**config.mk**
```make
export PLATFORM = sky130hd
export DESIGN_NAME = uart_transmitter
export DESIGN_NICKNAME = d
export VERILOG_FILES = /design/src/rtl/uart_transmitter.sv
export SDC_FILE = /design/constraint.sdc
export NUM_CORES = 1
export LEC_CHECK = 0
export CORE_ASPECT_RATIO = 0.8
export CORE_MARGIN = 1
export CORE_UTILIZATION = 57
export DETAILED_ROUTE_END_ITERATION = 10
export PLACE_DENSITY = 0.84
export SYNTH_ARGS = -nofsm -noshare
export SYNTH_HDL_FRONTEND = slang
export SYNTH_SLANG_ARGS = --single-unit
```
**constraint.sdc**
```tcl
create_clock -name i_clk -period 5.15 [get_ports i_clk]
set_clock_uncertainty 0.2 [all_clocks]
set_input_delay 1.03 -clock i_clk [delete_from_list [all_inputs] [get_ports i_clk]]
set_output_delay 1.03 -clock i_clk [all_outputs]
set_load 0.01 [all_outputs]
```
**src/rtl/uart_transmitter.sv**
```systemverilog
// UART transmitter: start bit, 8 data bits LSB first, even parity, 1 or 2 stop bits.
// The bit timing matches uart_receiver. o_tx is registered so the line never glitches.
module uart_transmitter #(
    parameter int FULL_buad = 9,
    parameter int STOP_BITS = 1
) (
    input  logic       i_clk,
    input  logic       i_reset_n,
    input  logic [7:0] i_8_data,
    input  logic       i_send,
    output logic       o_tx,
    output logic       o_busy,
    output logic       o_done
);
    localparam int BW = (FULL_buad < 1) ? 1 : $clog2(FULL_buad + 1);
    localparam logic [BW-1:0] BAUD_MAX = BW'(FULL_buad);
    localparam logic STOP_LAST = (STOP_BITS == 2) ? 1'b1 : 1'b0;

    typedef enum logic [2:0] {IDLE, START, DATA, PARITY, STOP} state_t;

    state_t        state_q, state_d;
    logic [BW-1:0] baud_q, baud_d;
    logic [2:0]    idx_q, idx_d;
    logic          stop_q, stop_d;
    logic [7:0]    shreg_q, shreg_d;
    logic          par_q, par_d;
    logic          tx_q, tx_d;
    logic          done_q, done_d;
    logic          bit_end;

    assign bit_end = (state_q != IDLE) && (baud_q == BAUD_MAX);

    always_comb begin
        state_d = state_q;
        baud_d  = baud_q;
        idx_d   = idx_q;
        stop_d  = stop_q;
        shreg_d = shreg_q;
        par_d   = par_q;
        done_d  = 1'b0;

        if (state_q != IDLE)
            baud_d = bit_end ? '0 : baud_q + 1'b1;

        case (state_q)
            IDLE: begin
                baud_d = '0;
                if (i_send) begin
                    shreg_d = i_8_data;
                    par_d   = ^i_8_data;
                    state_d = START;
                end
            end
            START: begin
                if (bit_end) begin
                    state_d = DATA;
                    idx_d   = 3'd0;
                end
            end
            DATA: begin
                if (bit_end) begin
                    shreg_d = shreg_q >> 1;
                    idx_d   = idx_q + 3'd1;
                    if (idx_q == 3'd7) state_d = PARITY;
                end
            end
            PARITY: begin
                if (bit_end) begin
                    state_d = STOP;
                    stop_d  = 1'b0;
                end
            end
            STOP: begin
                if (bit_end) begin
                    if (stop_q == STOP_LAST) begin
                        state_d = IDLE;
                        done_d  = 1'b1;
                    end else begin
                        stop_d = 1'b1;
                    end
                end
            end
            default: state_d = IDLE;
        endcase

        // Line level follows the state being entered, so o_tx lines up with o_busy.
        case (state_d)
            START:   tx_d = 1'b0;
            DATA:    tx_d = shreg_d[0];
            PARITY:  tx_d = par_d;
            default: tx_d = 1'b1;
        endcase
    end

    always_ff @(posedge i_clk or negedge i_reset_n) begin
        if (!i_reset_n) begin
            state_q <= IDLE;
            baud_q  <= '0;
            idx_q   <= 3'd0;
            stop_q  <= 1'b0;
            shreg_q <= 8'd0;
            par_q   <= 1'b0;
            tx_q    <= 1'b1;
            done_q  <= 1'b0;
        end else begin
            state_q <= state_d;
            baud_q  <= baud_d;
            idx_q   <= idx_d;
            stop_q  <= stop_d;
            shreg_q <= shreg_d;
            par_q   <= par_d;
            tx_q    <= tx_d;
            done_q  <= done_d;
        end
    end

    assign o_tx   = tx_q;
    assign o_busy = (state_q != IDLE);
    assign o_done = done_q;
endmodule

```
==> metrics.txt, run 1 <==
setup TNS=0 ns; WL final=2185 um; Post-CTS Setup Bufs=0; Max Fclk=0.3220 GHz; Post-Syn Instances=104; layout cell share with drive strength beyond 1=0.09565; sequential fraction of the synthesis area=0.4795; CTS buffer count=3; routability congestion estimate=0.7723; largest net degree at the start of global routing=22; met3 usage=0.07778; power per cell area=224.8 nW/um^2; initial antenna violation count=0; Bufs on Longest Clock Path=2; clock network fraction of total power=0.287; Main synth FF type=dfrtp_1; clock slew at reported path FFs=0.11 ns; Via density=6.000; Final Hold Fails=0; ys async rst share=1.000; flops & latches, synth=21; maximum vdd ir drop=0.0002081 V; hpwl dp=1580 um; GRT busiest layer=met2; post-CTS sizing=0; switch share=0.2302; Cell Area, Synth=1099 sq um; CTS tree=built; Non-Filler Instances=137; area grow syn2layout=13.10%; first-pass GRT wire length=3415 um; Worst Path Arrival=3.13 ns; height of the die=41.27 um; RSZ-0062 raised after global routing=false; top post-synthesis cells by area=dfrtp_1, xnor2_1, nand2_1; fin crit share=0.6030; Filler cells=141; Port Buf Inserts=13; Die X=51.08 um; yosys warns=0; initial core utilization=0.6432; Gate power share=0.102; syn avg cell area=10.56 sq um; die area=2108 sq um; Routed Antenna Nets=0; worst slew pin tran=1.043 ns; vias=822; Core Area=1708 sq um; # hold bufs at CTS=0; placed cells=133; switching power=0.06429 mW; Pleak=0.5336 nW; unique cell type count in the Yosys netlist=35; htree depth=1; leading area contributor after synthesis=dfrtp_1; Crit. End Element=register; critical path class=primary input to register; grt ovf=0; Ant. Diodes=0; IO Pins=14; critical path cell sequence=clkdlybuf4s50_1 > nor4b_2 > a21oi_2 > a2111oi_2 > o22ai_1; DRC=0; Slew Viols, Final=0; clk root buf=clkbuf_4; CP max FO=11; setup violators final=0; CP max-delay cell=nor4b_2; fin crit period=3.105 ns; Rel. slew slack=0.3029; vias in the first global route=701; M2 GR Usage=0.3914; row cnt=13; status=complete, no violations; Post-synth EDFFs=0; CP startpoint kind=primary input; Data required, critical path=5.18 ns; post-synth net total=119; DRT iter0 DRCs=26; GRT Util Overall=0.2424; grt met1 use=0.3196; share of the synthesized area in the top cell type=0.4556; max cap viols=0; Seq pwr share=0.611; WL/cell=15.95 um; P_int=0.2150 mW; slowest stage delay, CP=0.84 ns; router iterations before antenna repair=4; worst hold-check path type=register to register; final net count=131; clock latency on the worst-skew pair=0.31 ns; clock sink total=21
==> cells in the mapped netlist (2+ instances only) <==
master      n
nand3b_1    2
nor2_1      9
xnor2_1     8
xor2_1      2
ha_1        4
and3b_1     2
o2bb2ai_1   3
nor2b_1     2
mux2i_1     2
a22oi_1     6
buf_2       2
dfrtp_1    20
a31oi_1     2
nand3_1     2
buf_4       2
o21ai_0     2
nand2_1    16
==> path summary, 6_finish.rpt <==
check | from | to | cells past startpoint | slack, ns
max | i_send | o_tx | 5 | 2.04
min | shreg_q[6] | shreg_q[6] | 2 | 0.30
max reg2reg | state_q[0] | o_tx | 4 | 2.58
min reg2reg | shreg_q[6] | shreg_q[6] | 2 | 0.30
max in group asynchronous | i_reset_n | o_done | 1 | 3.16
min in group asynchronous | i_reset_n | shreg_q[3] | 1 | 1.03
==> cell families (layout without fill, tap and decap cells) <==
logic type | after synthesis | in the layout | synth area share
and+or+nand+nor | 39 | 39 | 0.1856
AOI/OAI and AO/OA | 21 | 21 | 0.1515
DFF | 21 | 21 | 0.4795
xor gates and xnor gates | 10 | 10 | 0.07973
buffers and inverters | 7 | 18 | 0.03985
adders and majority gates | 4 | 4 | 0.04556
muxes | 2 | 2 | 0.01822
==> layer usage <==
metal / routed length (um) / vias to the layer above
met5: 0 / -
met4: 12 / 0
li1: - / 386
met3: 91 / 2
met1: 1038 / 410
met2: 1042 / 24
==> power by group through the flow <==
| stage | sequential [mW] | combinational [mW] | clock (mW) |
|---|---|---|---|
| 6_report | 0.171 | 0.0284 | 0.0802 |
| 5_1_grt | 0.171 | 0.0306 | 0.0883 |
| 4_1_cts | 0.171 | 0.0286 | 0.0821 |
| 2_1_floorplan | 0.173 | 0.0133 | 0 |
| 3_3_place_gp | 0.174 | 0.0278 | 0 |
| 3_5_place_dp | 0.174 | 0.0285 | 0 |
==> sequential cells by signal, summed over array words and instances (netlist names) <==
register  cells
o_tx          1
o_done        1
baud_q        4
idx_q         3
state_q       3
par_q         1
shreg_q       8
==> layout make-up <==
cell class                 instances  area (sq um)  share of cell area
multi-input combinational         76         528.0              0.4250
sequential                        21         526.8              0.4240
timing repair buffer              13         130.1              0.1047
tap                               22         27.53             0.02216
clock buffer                       4         26.28             0.02115
inverter                           1         3.754            0.003021
==> cells in the final DEF (no fill, tap or decap) <==
cell type	Yosys	routed
a32o_1	1	1
or3_1	1	1
mux2i_1	2	2
a31oi_1	2	2
a211o_2	1	1
nor4b_2	1	1
dfstp_2	1	1
o2bb2ai_1	3	3
clkbuf_4	0	3
nand3b_1	2	2
nand3_1	2	2
a22o_1	1	1
a21oi_2	1	1
a21oi_1	1	1
dfrtp_1	20	20
nor3_1	1	1
ha_1	4	4
xor2_1	2	2
clkbuf_1	1	1
a22oi_1	6	6
inv_1	1	1
nor3b_2	1	1
o22ai_1	1	1
nor2b_1	2	2
and3b_1	2	2
o21ai_0	2	2
nand2_1	16	16
and2_2	1	1
nand4b_1	1	1
clkdlybuf4s50_1	0	13
xnor2_1	8	8
nor2_1	9	9
a21o_2	1	1
a2111oi_2	1	1
==> critical path: cells and delay by family <==
kind / cells / cell delay, ns
buffers and inverters: 1 / 0.48
AO/OA/AOI/OAI: 3 / 0.78
AND/OR/NAND/NOR: 1 / 0.84
==> per-stage QoR <==
step                      worst slack, ns  cell area [sq um]  power (mW)  hold WS [ns]  utilization
after floorplan                     2.933               1099      0.1866        0.2463            -
after global placement              1.881               1216      0.2013        0.2687       0.7121
after detailed placement            1.761               1216      0.2023        0.2723       0.7121
after CTS                           2.093               1242      0.2813        0.3010       0.7275
after global routing                1.896               1242      0.2898        0.3316       0.7275
final                               2.045               1242      0.2793        0.2985       0.7275
Power figures use the tool's default switching activity.
==> run 2: changes to the inputs <==
--- a/config.mk
+++ b/config.mk
@@ -7,9 +7,9 @@
 export LEC_CHECK = 0
 export CORE_ASPECT_RATIO = 0.8
 export CORE_MARGIN = 1
-export CORE_UTILIZATION = 57
+export CORE_UTILIZATION = 48
 export DETAILED_ROUTE_END_ITERATION = 10
-export PLACE_DENSITY = 0.84
+export PLACE_DENSITY = 0.75
 export SYNTH_ARGS = -nofsm -noshare
 export SYNTH_HDL_FRONTEND = slang
 export SYNTH_SLANG_ARGS = --single-unit
==> constraint.sdc (replaced) <==
create_clock -name i_clk -period 2.7 [get_ports i_clk]
set_clock_uncertainty 0.2 [all_clocks]
set_input_delay 0.54 -clock i_clk [delete_from_list [all_inputs] [get_ports i_clk]]
set_output_delay 0.54 -clock i_clk [all_outputs]
set_load 0.01 [all_outputs]
==> run 2 against run 1 <==
Net effect:
- utilization decreased by 14 points
- worst hold slack got worse by 0.0054 ns
- clock power increased by 87%
- combinational power is 94% higher
- cell count up 5.1%
- cell area grew 2.8%
- die area increased by 18%
- routed wire length fell by 8.0%
- sequential cell count unchanged
- largest power group unchanged
- sequential power is 90% higher
- sequential share of layout area decreased by 1.2 points
==> metrics.txt, run 2 (synthesis gave the netlist of run 1 again) <==
critical path class=register to output port; grt ovf=0 (unchanged); router iterations before antenna repair=4 (unchanged); Crit. End Element=output port; max cap viols=0 (unchanged); Pleak=0.5575 nW (+4.5%); fin crit share=0.9311; slowest stage delay, CP=0.55 ns (-0.29 ns); worst hold-check path type=register to register; Gate power share=0.104 (+0.002); vias in the first global route=767 (+9.4%); power per cell area=415.0 nW/um^2 (+85%); CTS buffer count=3 (unchanged); GRT Util Overall=0.1925 (-0.04992); Data required, critical path=1.96 ns (-3.22 ns); hpwl dp=1515 um (-4.2%); Final Hold Fails=0 (unchanged); commonest non-fill, non-tap cells in the layout=dfrtp_1, nand2_1, clkdlybuf4s50_1; CP max-delay cell=dfrtp_1; initial core utilization=0.5090 (-0.1342); first-pass GRT wire length=3567 um (+4.5%); vias=804 (-2.2%); Die X=55.49 um (+8.6%); clock slew at reported path FFs=0.11 ns (about the same); final net count=135 (+3.1%); Via density=5.583 (-6.9%); Seq pwr share=0.613 (+0.002); Routed Antenna Nets=0 (unchanged); switching power=0.1217 mW (+89%); largest net degree at the start of global routing=22 (unchanged); maximum vdd ir drop=0.0004027 V (+94%); Worst R2R Path Depth=6 (+2); Ant. Diodes=0 (unchanged); Reg with most FFs=shreg_q; CP max FO=13 (+2); # hold bufs at CTS=0 (unchanged); Max Fclk=0.3978 GHz; Port Buf Inserts=13 (unchanged); min-delay src=shreg_q[4]; clock sink total=21 (unchanged); Bufs on Longest Clock Path=2 (unchanged); clk root buf=clkbuf_4; RSZ-0062 raised after global routing=false; critical path cell sequence=or3_1 > clkdlybuf4s50_1; layout cell share with drive strength beyond 1=0.1345 (+0.03880); CP startpoint kind=register; area of the multi-input gates=528.0 sq um (unchanged); flip-flop count of the largest register after layout=8 (unchanged); most common cell after layout, fill and taps aside=dfrtp_1; Filler cells=190 (+35%); Crit Reg-Reg Startpoint=baud_q[1]; met3 usage=0.05444 (-0.02334); Largest regs=shreg_q x8, baud_q x4; Hold Path Stages=2 (unchanged); clock latency on the worst-skew pair=0.30 ns (about the same); routability congestion estimate=0.8033 (+4.0%); height of the die=44.79 um (+8.5%); die area=2485 sq um (+18%); Worst Path Arrival=1.77 ns (-1.36 ns); WL/cell=13.96 um (-12%); DRC=0 (unchanged); setup violators final=0 (unchanged); reg2reg end=o_tx; DRT iter0 DRCs=32 (+23%); Tot Pwr=0.5301 mW (+90%); Core Area=2158 sq um (+26%); CTS tree=built; WL final=2010 um (-8.0%); P_int=0.4085 mW (+90%); initial antenna violation count=0 (unchanged); IO Pins=14 (unchanged); setup TNS=0 ns (unchanged); Post-CTS Setup Bufs=0 (unchanged); clock network fraction of total power=0.283 (-0.004); status=complete, no violations; switch share=0.2295 (-0.0006827); Hold Path End=shreg_q[4]; fin crit period=2.514 ns; grt met1 use=0.2685 (-0.05112); htree depth=1 (unchanged); Slew Viols, Final=0 (unchanged); r2r setup slk=0.74 ns (-1.84 ns); M2 GR Usage=0.2916 (-0.09988); register area=526.8 sq um (unchanged); row cnt=15 (+2); Rel. slew slack=0.7033 (+0.4004); area grow syn2layout=16.29%; GRT busiest layer=met2; post-CTS sizing=0 (unchanged); worst slew pin tran=0.4450 ns (-0.5979 ns)
run 2: final cells by class:
type,count,share of cell area
clock buffer,3,0.01763
multi-input combinational,76,0.4133
sequential,21,0.4123
clock inverter,1,0.003918
tap,25,0.02449
inverter,1,0.002938
timing repair buffer,17,0.1254
run 2: per-stage QoR:
step	cell area (sq um)	utilization	cells	hold slack, ns	setup WS, ns
6_report	1277	0.5919	144	0.2930	0.1860
4_1_cts	1277	0.5919	144	0.2958	0.1884
5_1_grt	1277	0.5919	144	0.3366	0.1178
3_3_place_gp	1250	0.5791	140	0.2673	0.4803
2_1_floorplan	1099	-	104	0.04441	0.8852
3_5_place_dp	1250	0.5791	140	0.2667	0.4384
run 2: worst max-delay path by stage:
stage | slack (ns) | from | endpoint
after floorplan | 0.89 | baud_q[0] | o_tx
after global placement | 0.48 | i_send | o_tx
after detailed placement | 0.44 | i_send | o_tx
after CTS | 0.19 | state_q[1] | o_busy
after global routing | 0.12 | state_q[1] | o_busy
final | 0.19 | state_q[1] | o_busy
run 2: critical path, delay by kind of cell (launching register included):
kind	cells	cell delay, ns
flops	1	0.55
simple gates	1	0.43
buf+inv	1	0.50
run 2: power groups by stage:
stage	Combinational (mW)	Sequential, mW	Clock [mW]
after floorplan	0.0254	0.331	0
after global placement	0.0550	0.331	0
after detailed placement	0.0561	0.331	0
after CTS	0.0562	0.325	0.154
after global routing	0.0599	0.326	0.173
final	0.0551	0.325	0.150
run 2: layer usage:
metal / share of wire / vias to the layer above
li1: - / 397
met1: 0.49 / 385
met2: 0.46 / 18
met3: 0.038 / 4
met4: 0.014 / 0
met5: 0 / -
==> run 3: changes to the inputs <==
--- a/config.mk
+++ b/config.mk
@@ -5,6 +5,7 @@
 export SDC_FILE = /design/constraint.sdc
 export NUM_CORES = 1
 export LEC_CHECK = 0
+export CAP_MARGIN = 40
 export CORE_ASPECT_RATIO = 0.8
 export CORE_MARGIN = 1
 export CORE_UTILIZATION = 48
==> results of run 3 <==
No change in the layout: final DEF, timing and power equal those of run 2.
